[src/rtl/sobel_pkg.sv]
// Shared types and constants for the Sobel window sequencing path.
// Latency: none (types, constants and one combinational helper only).
package sobel_pkg;
    localparam int PIX_W          = 8;
    localparam int DEF_IMG_WIDTH  = 540;
    localparam int DEF_IMG_HEIGHT = 360;

    typedef enum logic [1:0] {
        FILL,
        RUN,
        FLUSH,
        DRAIN
    } state_t;

    function automatic logic at_edge(input int pos, input int last);
        return (pos == 0) || (pos == last);
    endfunction
endpackage

[src/rtl/raster_counter.sv]
// Row/column raster position counter: advances on enable, wraps at frame end, flags border positions.
// Latency: one cycle from enable to new position; no backpressure, the caller gates enable.
module raster_counter
    import sobel_pkg::*;
#(
    parameter int W     = DEF_IMG_WIDTH,
    parameter int H     = DEF_IMG_HEIGHT,
    parameter int COL_W = $clog2(W),
    parameter int ROW_W = $clog2(H)
) (
    input  logic             clock,
    input  logic             reset,
    input  logic             enable,
    output logic [ROW_W-1:0] row,
    output logic [COL_W-1:0] col,
    output logic             border
);
    always_ff @(posedge clock) begin
        if (reset) begin
            row <= '0;
            col <= '0;
        end else if (enable) begin
            if (col == COL_W'(W - 1)) begin
                col <= '0;
                row <= (row == ROW_W'(H - 1)) ? '0 : row + 1'b1;
            end else begin
                col <= col + 1'b1;
            end
        end
    end

    assign border = at_edge(int'(row), H - 1) || at_edge(int'(col), W - 1);
endmodule

[src/rtl/window_ctrl.sv]
// Sequences the 3x3 line-buffer shift register and hands one window per centre pixel downstream.
// Latency: window valid one cycle after its shift; no shift while a held window is unconsumed, so in_ready drops under win_ready backpressure.
module window_ctrl
    import sobel_pkg::*;
#(
    parameter int IMG_WIDTH  = DEF_IMG_WIDTH,
    parameter int IMG_HEIGHT = DEF_IMG_HEIGHT,
    parameter int COL_W      = $clog2(IMG_WIDTH),
    parameter int ROW_W      = $clog2(IMG_HEIGHT),
    parameter int CNT_W      = $clog2(IMG_WIDTH * IMG_HEIGHT)
) (
    input  logic             clock,
    input  logic             reset,
    input  logic             in_valid,
    output logic             in_ready,
    input  logic [PIX_W-1:0] in_pixel,
    output logic             sr_shift_en,
    output logic [PIX_W-1:0] sr_pixel_in,
    output logic             win_valid,
    input  logic             win_ready,
    output logic             win_border,
    output logic [ROW_W-1:0] out_row,
    output logic [COL_W-1:0] out_col,
    output logic             frame_done
);
    localparam int FL_W = $clog2(IMG_WIDTH + 1);
    localparam logic [CNT_W-1:0] FILL_LAST  = CNT_W'(IMG_WIDTH);
    localparam logic [CNT_W-1:0] PIX_LAST   = CNT_W'(IMG_WIDTH * IMG_HEIGHT - 1);
    localparam logic [FL_W-1:0]  FLUSH_LAST = FL_W'(IMG_WIDTH);

    state_t           state;
    state_t           state_nxt;
    logic [CNT_W-1:0] pix_cnt;
    logic [FL_W-1:0]  flush_cnt;
    logic             free;
    logic             consume;
    logic             shift;
    logic             win_shift;
    logic [ROW_W-1:0] ctr_row;
    logic [COL_W-1:0] ctr_col;
    logic             ctr_border;

    assign free        = !win_valid || win_ready;
    assign consume     = win_valid && win_ready;
    assign win_shift   = shift && (state == RUN || state == FLUSH);
    assign sr_shift_en = shift;

    always_ff @(posedge clock) begin
        if (reset) begin
            state <= FILL;
        end else begin
            state <= state_nxt;
        end
    end

    always_comb begin
        state_nxt = state;
        case (state)
            FILL:    if (shift && pix_cnt == FILL_LAST) state_nxt = RUN;
            RUN:     if (shift && pix_cnt == PIX_LAST) state_nxt = FLUSH;
            FLUSH:   if (shift && flush_cnt == FLUSH_LAST) state_nxt = DRAIN;
            DRAIN:   if (consume) state_nxt = FILL;
            default: state_nxt = FILL;
        endcase
    end

    // FILL ignores downstream state: no window exists until the first RUN shift.
    always_comb begin
        in_ready    = 1'b0;
        shift       = 1'b0;
        sr_pixel_in = in_pixel;
        case (state)
            FILL: begin
                in_ready = 1'b1;
                shift    = in_valid;
            end
            RUN: begin
                in_ready = free;
                shift    = in_valid && free;
            end
            FLUSH: begin
                shift       = free;
                sr_pixel_in = '0;
            end
            default: ;
        endcase
    end

    raster_counter #(
        .W     (IMG_WIDTH),
        .H     (IMG_HEIGHT),
        .COL_W (COL_W),
        .ROW_W (ROW_W)
    ) u_centre (
        .clock  (clock),
        .reset  (reset),
        .enable (win_shift),
        .row    (ctr_row),
        .col    (ctr_col),
        .border (ctr_border)
    );

    // The counter holds the next centre; it is latched into the outputs with each window shift.
    always_ff @(posedge clock) begin
        if (reset) begin
            pix_cnt    <= '0;
            flush_cnt  <= '0;
            win_valid  <= 1'b0;
            win_border <= 1'b0;
            out_row    <= '0;
            out_col    <= '0;
            frame_done <= 1'b0;
        end else begin
            frame_done <= (state == DRAIN) && consume;
            if (shift && (state == FILL || state == RUN)) begin
                pix_cnt <= (pix_cnt == PIX_LAST) ? '0 : pix_cnt + 1'b1;
            end
            if (shift && state == FLUSH) begin
                flush_cnt <= (flush_cnt == FLUSH_LAST) ? '0 : flush_cnt + 1'b1;
            end
            if (win_shift) begin
                win_valid  <= 1'b1;
                out_row    <= ctr_row;
                out_col    <= ctr_col;
                win_border <= ctr_border;
            end else if (consume) begin
                win_valid <= 1'b0;
            end
        end
    end
endmodule
[config.mk]
export PLATFORM = sky130hd
export DESIGN_NAME = window_ctrl
export DESIGN_NICKNAME = d
export VERILOG_FILES = /design/src/rtl/sobel_pkg.sv /design/src/rtl/raster_counter.sv /design/src/rtl/window_ctrl.sv
export SDC_FILE = /design/constraint.sdc
export NUM_CORES = 1
export LEC_CHECK = 0
export BUFFER_PORTS_ARGS = -buffer_cell sky130_fd_sc_hd__buf_2
export CORE_ASPECT_RATIO = 0.5
export CORE_MARGIN = 2
export CORE_UTILIZATION = 62
export DETAILED_ROUTE_END_ITERATION = 10
export GPL_ROUTABILITY_DRIVEN = 0
export GPL_TIMING_DRIVEN = 1
export PLACE_DENSITY = 0.81
export SETUP_SLACK_MARGIN = 0.2
export SLEW_MARGIN = 20
export SYNTH_ARGS = -nofsm -noshare
export SYNTH_HDL_FRONTEND = slang
export SYNTH_SLANG_ARGS = --single-unit
[constraint.sdc]
create_clock -name clock -period 4.7 [get_ports clock]
set_input_delay 0.705 -clock clock [delete_from_list [all_inputs] [get_ports clock]]
set_output_delay 0.705 -clock clock [all_outputs]
set_load 0.01 [all_outputs]
==> reports/metrics.csv <==
metric;value;unit
outcome;completed;
postRouteWirelength;7850;um
drtPass1Iterations;4;
worst_slew_pin_slew;0.820;ns
worstSetupEndpointType;register;
grt_setup_unrepaired;false;
cts-root-buf;clkbuf_8;
drive_gt1_frac;0.140;
fillers;431;
synthCells;429;
diodes;0;
powerDensity;273;nW/um^2
hold_path.class;reg2reg;
timing.final.crit_period;3.56;ns
final-hold-violation-count;0;
relSlewSlack;0.451;
ys_ff_latch;71;
htree_levels;3;
worstPathArrival;3.84;ns
grt_antenna_before_repair;0;
critPathLaunchType;register;
ir_drop;0.183;mV
synth.avg_cell_area;8.12;um^2
fp.dieW;110;um
setup_viol;0;
slew_viol_final;0;
synth_flop_cell;dfxtp_1;
synthTopCellsByArea;dfxtp_1 41%, nand2_1 6.8%, a21oi_1 5.5%;
multi_input_area;1940;um^2
totalPowerFinal;1.06;mW
pin_count;44;
crit_fanout;26;
clkTransAtPathRegs;0.07;ns
ant_nets;0;
p_leak;1.42;nW
initial_core_util;0.640;
min_period_over_period;0.758;
syn_to_final_growth;11.9;%
hold_buffers;0;
post_cts_resized;0;
cts.sinks;71;
final_cell_mix;71 x dfxtp_1, 63 x nand2_1, 43 x nor2_1, 43 x buf_2, 38 x a21oi_1;
grt_pass1_vias;3082;
nets;492;
fmax;281;MHz
synth_top_area_share;0.408;
layout_commonest_cell;dfxtp_1;
async_flop_share;0;
netlist_area;3480;um^2
numPortBuffers;43;
place_hpwl;5580;um
ff_latch_area;1420;um^2
viasPerCell;5.93;
clk-insertion-delay-late;0.35;ns
die_area;6270;um^2
maxCapViolations;0;
yosys.area.top_type;dfxtp_1;
cts-buffers-inserted;9;
drtIter0Drc;160;
vias;3230;
critical_path_required;4.98;ns
ys_seq_area_frac;0.408;
dieHeight;57;um
synth_edf_count;0;
wl_per_cell;14.4;um
cts_tree;built;
clk_path_buf_depth;2;
num_rows;19;
grt_pass1_wl;13400;um
synth_cell_types;47;
syn_nets;454;
finalSetupTns;0;ns
crit_type;reg2reg;
grt.total_usage;0.271;
cts_setup_buffers;0;
coreArea;5440;um^2
route.detailed.drc;0;
overflow;0;
skew;0.0130;ns
synth_warnings;0;
grt_max_degree;44;
-- per-stage QoR --
step	std cells	setup slack (ns)	hold slack [ns]	util	instance area, um^2
after floorplan	429	2.39	0.449	-	3480
after global placement	529	1.37	0.443	0.686	3730
after detailed placement	529	1.17	0.446	0.686	3730
after CTS	545	1.16	0.461	0.716	3900
after global routing	545	0.798	0.479	0.716	3900
final	545	1.14	0.462	0.716	3900
-- state kept, by name, indices dropped and copies added, names as in the netlist --
| register | cells |
|---|---|
| out_col | 10 |
| win_border | 1 |
| frame_done | 1 |
| u_centre.row | 9 |
| flush_cnt | 10 |
| state | 2 |
| u_centre.col | 10 |
| win_valid | 1 |
| pix_cnt | 18 |
| out_row | 9 |
-- synthesized netlist by cell type (all sizes together) (5+ instances only) --
cell type	number
dfxtp	71
nand3	18
a21oi	38
nor2b	9
ha	13
and4	6
nand2b	5
nor2	43
nand4	19
o21ai	9
inv	16
clkbuf	16
and2	8
nand2	63
nor4	11
xnor2	15
or4	6
xor2	15
nor3	8
-- critical path, stage by stage (launching register included) --
cell	delay [ns]
dfxtp_1	0.34
inv_1	0.12
ha_1	0.59
a21oi_1	0.13
o31a_1	0.49
inv_2	0.43
nand2_1	0.57
or4_1	0.66
a21oi_1	0.15
-- final cells by class --
type	count	share of cell area
clock buffers	11	0.0337
well taps	73	0.0234
clock inverters	5	0.00866
flip-flops and latches	71	0.365
multi-input cells	325	0.497
inverters	16	0.0154
repair buffers	44	0.0571
-- power breakdown --
part           internal (mW)  switching, mW
Combinational         0.0133         0.0275
Clock                  0.192          0.227
Sequential             0.602       0.000969
Total                  0.807          0.255
-- final timing paths --
check                                             start                           end  slack, ns  cells after the start
worst max register to register    state[0]$_SDFFE_PP0P_  u_centre.row[5]$_SDFFE_PP0P_       1.14                      8
worst max-delay path              state[0]$_SDFFE_PP0P_  u_centre.row[5]$_SDFFE_PP0P_       1.14                      8
worst min-delay path            out_col[4]$_SDFFE_PP0P_       out_col[4]$_SDFFE_PP0P_       0.46                      2
worst min register to register  out_col[4]$_SDFFE_PP0P_       out_col[4]$_SDFFE_PP0P_       0.46                      2
-- logic make-up (layout without fill, tap and decap cells) --
family | after synthesis | in the layout | share of synthesized area
and+or+nand+nor | 211 | 211 | 0.310
adders and majority gates | 13 | 13 | 0.0467
xor gates and xnor gates | 30 | 30 | 0.0754
buffers and inverters | 33 | 76 | 0.0356
DFF | 71 | 71 | 0.408
muxes | 2 | 2 | 0.00575
AOI/OAI and AO/OA | 69 | 69 | 0.118
-- layer usage --
layer  share of wire  track usage  up-vias
met5               0            0        -
met4           0.011        0.108        0
met3           0.069       0.0731       12
met2            0.48        0.445      121
met1            0.44        0.343     1519
li1                -            -     1578
No activity file was read; power rests on OpenSTA's default activity.
